--- src/rtl/pc_fetch_unit.sv ---
// Program counter and instruction-fetch front end: valid/ready request to
// instruction memory, stall/redirect handling, wrong-path squashing.
module pc_fetch_unit #(
    parameter int              ADDR_W   = 32,
    parameter logic [ADDR_W-1:0] RESET_PC = '0,
    parameter int              CNT_W    = 16
) (
    input  logic              clk,
    input  logic              reset,
    input  logic              stall,
    input  logic              redirect_valid,
    input  logic [ADDR_W-1:0] redirect_pc,
    output logic              imem_req,
    output logic [ADDR_W-1:0] imem_addr,
    input  logic              imem_ready,
    input  logic [31:0]       imem_rdata,
    output logic              instr_valid,
    output logic [31:0]       instr,
    output logic [ADDR_W-1:0] instr_pc,
    output logic [ADDR_W-1:0] pc,
    output logic [CNT_W-1:0]  fetch_count
);

    typedef enum logic [1:0] {
        BOOT,
        RUN,
        HOLD
    } state_t;

    state_t            state;
    logic              pending;
    logic [ADDR_W-1:0] pend_addr;
    logic              accept;
    logic              keep;
    logic [ADDR_W-1:0] target;
    logic              unused_lsbs;

    assign imem_req    = (state == RUN);
    assign imem_addr   = pc;
    assign accept      = imem_req & imem_ready;
    assign keep        = accept & ~redirect_valid;
    assign target      = {redirect_pc[ADDR_W-1:2], 2'b00};
    assign unused_lsbs = ^redirect_pc[1:0];

    always_ff @(posedge clk or posedge reset) begin
        if (reset) begin
            state       <= BOOT;
            pc          <= RESET_PC;
            pending     <= 1'b0;
            pend_addr   <= '0;
            instr_valid <= 1'b0;
            instr       <= '0;
            instr_pc    <= '0;
            fetch_count <= '0;
        end else begin
            // Every state leaves on the stall input alone; BOOT only lasts one cycle.
            unique case (state)
                BOOT:    state <= stall ? HOLD : RUN;
                RUN:     state <= stall ? HOLD : RUN;
                HOLD:    state <= stall ? HOLD : RUN;
                default: state <= BOOT;
            endcase

            if (redirect_valid) begin
                pc <= target;
            end else if (accept) begin
                pc <= pc + ADDR_W'(4);
            end

            pending <= keep;
            if (accept) begin
                pend_addr <= pc;
            end

            // A response landing in a redirect cycle is on the wrong path.
            if (pending && !redirect_valid) begin
                instr_valid <= 1'b1;
                instr       <= imem_rdata;
                instr_pc    <= pend_addr;
            end else begin
                instr_valid <= 1'b0;
            end

            if (keep && !(&fetch_count)) begin
                fetch_count <= fetch_count + CNT_W'(1);
            end
        end
    end

endmodule

--- config.mk ---
export PLATFORM = sky130hd
export DESIGN_NAME = pc_fetch_unit
export DESIGN_NICKNAME = d
export VERILOG_FILES = /design/src/rtl/pc_fetch_unit.sv
export SDC_FILE = /design/constraint.sdc
export NUM_CORES = 1
export LEC_CHECK = 0
export CAP_MARGIN = 20
export CORE_MARGIN = 1.5
export CORE_UTILIZATION = 40
export DETAILED_ROUTE_END_ITERATION = 8
export DONT_BUFFER_PORTS = 1
export GPL_TIMING_DRIVEN = 1
export SYNTH_ARGS = -nofsm -noshare
export SYNTH_HDL_FRONTEND = slang
export SYNTH_SLANG_ARGS = --single-unit
--- constraint.sdc ---
create_clock -name clk -period 4.2 [get_ports clk]
set_input_delay 0.21 -clock clk [delete_from_list [all_inputs] [get_ports clk]]
set_output_delay 0.21 -clock clk [all_outputs]
set_load 0.1 [all_outputs]
; ---- After elaboration in Yosys (flattened, before gate mapping)
; Cells that the tools add are included.
[op_classes]
eq_ne = 2
addsub = 2
bitwise_logic = 3
mux = 5
reduce_logical = 8
[op_table]
columns = cell, n
row1 = $mux 32, 2
row2 = $add 32x3->32 const B, 1
row3 = $add 16x1->16 const B, 1
row4 = $reduce_and 16->1, 1
row5 = $mux 2, 2
row6 = $reduce_or 3->1, 1
row7 = $and 1x1->1, 2
row8 = $eq 2x1->1 const B, 1
row9 = $eq 2x2->1 const B, 1
row10 = $logic_and 1x1->1, 2
row11 = $logic_not 1->1, 2
row12 = $logic_not 2->1, 1
row13 = $reduce_bool 2->1, 1
row14 = $mux 1, 1
row15 = $not 1->1, 1
[totals]
inputBits = 69
wordCells = 28
output_inout_bits = 146
regBits = 148

; ---- Depth between registers and ports, before layout
[logic_depth]
ltp_word = 4
mapped_depth = 6

; ---- Worst setup path after synthesis
; No wires, ideal clock.
[synth_path]
path_type = register to register
start = reg pc[2] (netlist: imem_addr[2])
end = reg pc[20] (netlist: imem_addr[20])
n_path_buf = 1
path_stages_with_launch = 7
arrival_ns = 2.639
t_required_ns = 4.128
path_slack_ns = 1.489
setup_ns = 0.072
path_cell_list = dfrtp_1 > ha_1 > nand3_1 > or4_4 > buf_6 > or4_1 > nand3_1
[synth_via]
elab_chain_len = 3
[synth_lines]
columns = item, line
row1 = "start, declared", 20  ; output logic [ADDR_W-1:0] pc,
row2 = "start signal, assigned", 65  ; pc <= target;
row3 = "start signal, assigned", 67  ; pc <= pc + ADDR_W'(4);
row4 = $add 32x3->32, 67
row5 = $mux 32, 66  ; end else if (accept) begin
row6 = $mux 32, 64  ; if (redirect_valid) begin
; Every way passes these cells. The select of a mux whose other input is x is not followed.
; A chain may end at the register's enable or synchronous reset.

; ---- Final worst setup path
[layout_path]
start = reg pc[16] (netlist: imem_addr[16])
end = reg pc[23] (netlist: imem_addr[23])
; The elaborated chain is that of the path after synthesis.

==> parameters.txt <==
Parameter                              Value

Synth
  Count of yosys warnings during synthesis ... 0
  Number of enable-type register cells in the synthesized netlist ... 0
  Post-synthesis instance area ... 6367 um^2
  Ys flop type ... dfrtp_1
  Post-synth cell types ... 42
  Mean Syn Cell Area ... 11.15 um^2
  Register bit count reported by yosys ... 142
  Asr flop ratio synth ... 100.0%
  Count of mapped cells out of synthesis ... 571
  Portion of the post-synthesis area used by sequential elements ... 55.81%

Worst setup path
  Slack of the worst reg-to-reg path ... 1460 ps
  Largest driver fanout on the critical path ... 12
  Data arrival time of the critical path ... 3060 ps
  Launching element type of the critical path ... flop
  CP Cell Sequence ... and4_1 > nand3_1 > or4_1 > a31oi_1
  Largest stage delay on the critical path ... 1060 ps
  Required time reported for the critical path endpoint ... 4510 ps
  Sort of element at the end of the critical path ... flop
  Crit Path Category ... reg2reg
  Cell with the largest stage delay on the worst path ... dfrtp_2

Clock network
  Total CTS buffers ... 17
  Bufs on Longest Clock Path ... 2
  Maximum level of the CTS H-tree ... 4
  Post-CTS clock slew at the launch and capture registers of the worst setup and hold paths ... 60 ps
  Latest clock arrival within the worst-skew pair ... 410 ps
  CTS root buffer ... clkbuf_16
  TritonCTS clock tree ... yes
  # hold bufs at CTS ... 64
  Total of cells resized after clock tree synthesis ... 0
  Setup repair bufs after CTS ... 0
  Sink Count ... 142

Layout
  Commonest non-fill, non-tap cell in the layout ... dfrtp_1
  Filler-free cell count of the finished design ... 856
  Commonest cells after routing, fill and taps aside ... 112 x dfrtp_1, 108 x nand2_1, 63 x mux2_2, 63 x dlygate4sd3_1, 38 x buf_4
  Number of nets in the layout ... 703
  Fraction of layout instances using a drive strength above 1 ... 26.05%
  Number of fill cells ... 1405
  Register cell area after layout ... 3591 um^2
  Layout overhead on the synthesized area ... 23.44%
  Multi-input combinational cell area ... 2411 um^2
  Final Instance Area ... 7860 um^2
  Count of inserted antenna diode cells ... 0
  Final cell utilization of the core ... 51.14%

Drt
  Residual antenna-violating net count after detailed routing ... 0
  DRC marker count from the first detailed-route iteration ... 243
  Total via count after detailed routing ... 4476
  Routed wirelength normalized by instance count ... 17.44 um
  Drt pass-1 iters ... 5
  Via count normalized by instance count ... 5.229
  Aggregate routed wire length ... 14930 um
  Number of DRC violations after detailed routing ... 0

Global route
  Antenna violations before repair ... 0
  Overflow left after global routing ... 0
  Global routing usage summed across all routing layers ... 18.37%
  First-pass GRT wire length ... 23400 um
  Vias in the first global route ... 4336
  Largest net degree at the start of global routing ... 110

Flow run
  Number of violations of the max-capacitance limit ... 0

Place
  Total placed instance area ... 6594 um^2
  Total of buffers placed on input and output ports ... 0
  Routability cong. ... 0.8304
  Setup slack at placement ... 1466 ps
  # placed instances ... 760
  Post-detailed-placement half-perimeter wirelength ... 9876 um

Floorplanning
  Standard-cell rows ... 45
  Total Die Area ... 16680 um^2
  Die span in y ... 129.2 um
  Floorplan die width ... 129.2 um
  Floorplan Core Area ... 15370 um^2
  Number of top-level pins ... 215
  Initial Util ... 41.42%

Timing
  Normalized max-slew margin ... 27.91%
  Final setup vio count ... 0
  Clock skew ... 6.095 ps
  Unrepaired setup endpoints after global routing ... no
  Minimum setup slack in the final design ... 1456 ps
  Minimum clock period ... 2744 ps
  Share of the cycle needed by the critical path after routing ... 65.33%
  Achievable frequency ... 0.3645 GHz
  Final max-slew violation count ... 0
  Final-report hold violation count ... 0
  Hold WS ... 45.35 ps
  Post-route setup TNS ... 0 ps
  Worst-margin pin slew ... 1081 ps

Power and ir drop
  Highest ir drop seen on vdd ... 0.2735 mV
  Power Dens Cells ... 735.6 nW/um^2
  Total power draw ... 5.782 mW
  Leakage power total ... 3.445 nW

Status
  Status ... finished clean

Hold path
  Tightest Hold Check Type ... in2reg
[report_power, final]
part / internal [mW] / switching, mW
logic: 0.291 / 0.644
clock network: 1.01 / 0.551
registers: 1.62 / 1.67
[flip-flops by register name (all words and copies together) (netlist names)]
| signal | flops |
|---|---|
| instr_valid | 1 |
| instr | 32 |
| instr_pc | 30 |
| pending | 1 |
| imem_addr | 30 |
| state | 2 |
| fetch_count | 16 |
| pend_addr | 30 |
[synth_stat cells (2+ instances only)]
cell         n  area share [%]
dfrtp_1    142              56
nand2_1    108             6.4
mux2_2      63              11
buf_4       36             4.2
clkbuf_1    26             1.5
xnor2_1     21             2.9
o21ai_0     19             1.5
nand3_1     17             1.3
or4_1       16             1.9
nor2_1      12            0.71
nand4_1     11             1.1
o211ai_1    11             1.3
a31oi_1     10            0.98
inv_1        9            0.53
o31ai_1      9             1.1
and3_1       6            0.59
and4_1       6            0.83
nor3_1       6            0.47
nor4_1       5            0.49
xor2_1       5            0.69
and2_1       3            0.29
o2111ai_1    3            0.41
a211o_1      2            0.28
a21oi_1      2            0.16
buf_6        2            0.35
ha_1         2            0.39
nor2b_1      2            0.20
o31a_1       2            0.28
or4_4        2            0.35
[worst paths after layout]
kind	startpoint	cells past startpoint	end
min	redirect_pc[29]	2	imem_addr[29]$_DFFE_PP0P_
min reg2reg	pend_addr[27]$_DFFE_PP0P_	2	pend_addr[27]$_DFFE_PP0P_
max in group asynchronous	reset	3	imem_addr[2]$_DFFE_PP0P_
max	imem_addr[16]$_DFFE_PP0P_	4	imem_addr[23]$_DFFE_PP0P_
max reg2reg	imem_addr[16]$_DFFE_PP0P_	4	imem_addr[23]$_DFFE_PP0P_
min in group asynchronous	reset	2	instr[18]$_DFFE_PP0P_
[layout make-up]
type	instances	share of cell area [%]
multi-input combinational	359	30.67
sequential	142	45.69
inverter	10	0.5412
tap	211	3.359
clock inverter	11	2.101
clock buffer	21	5.731
timing repair buffer	102	11.91
[cell families (layout without fill, tap and decap cells)]
logic type | count (synthesis) | count (layout) | share of synthesized area, %
compound gates | 59 | 59 | 6.072
xor+xnor | 26 | 26 | 3.576
buf+inv | 75 | 144 | 6.779
simple gates | 202 | 202 | 16.02
flops | 142 | 142 | 55.81
other cells | 1 | 6 | 0.05889
mux | 64 | 64 | 11.30
fa+ha+maj | 2 | 2 | 0.3929
[critical path, delay by kind of cell (launching register included)]
kind,cells,cell delay [ps]
AND/OR/NAND/NOR,3,1380
AO/OA/AOI/OAI,1,200
flip-flops,1,1060
[layer usage]
metal	vias to the layer above	GRT usage [%]	part of all wire, %
met2	165	28.50	46
met1	2213	23.42	44
met3	18	7.349	7.9
li1	2080	-	-
met4	0	6.213	1.3
met5	-	0	0
Power figures use the tool's default switching activity.
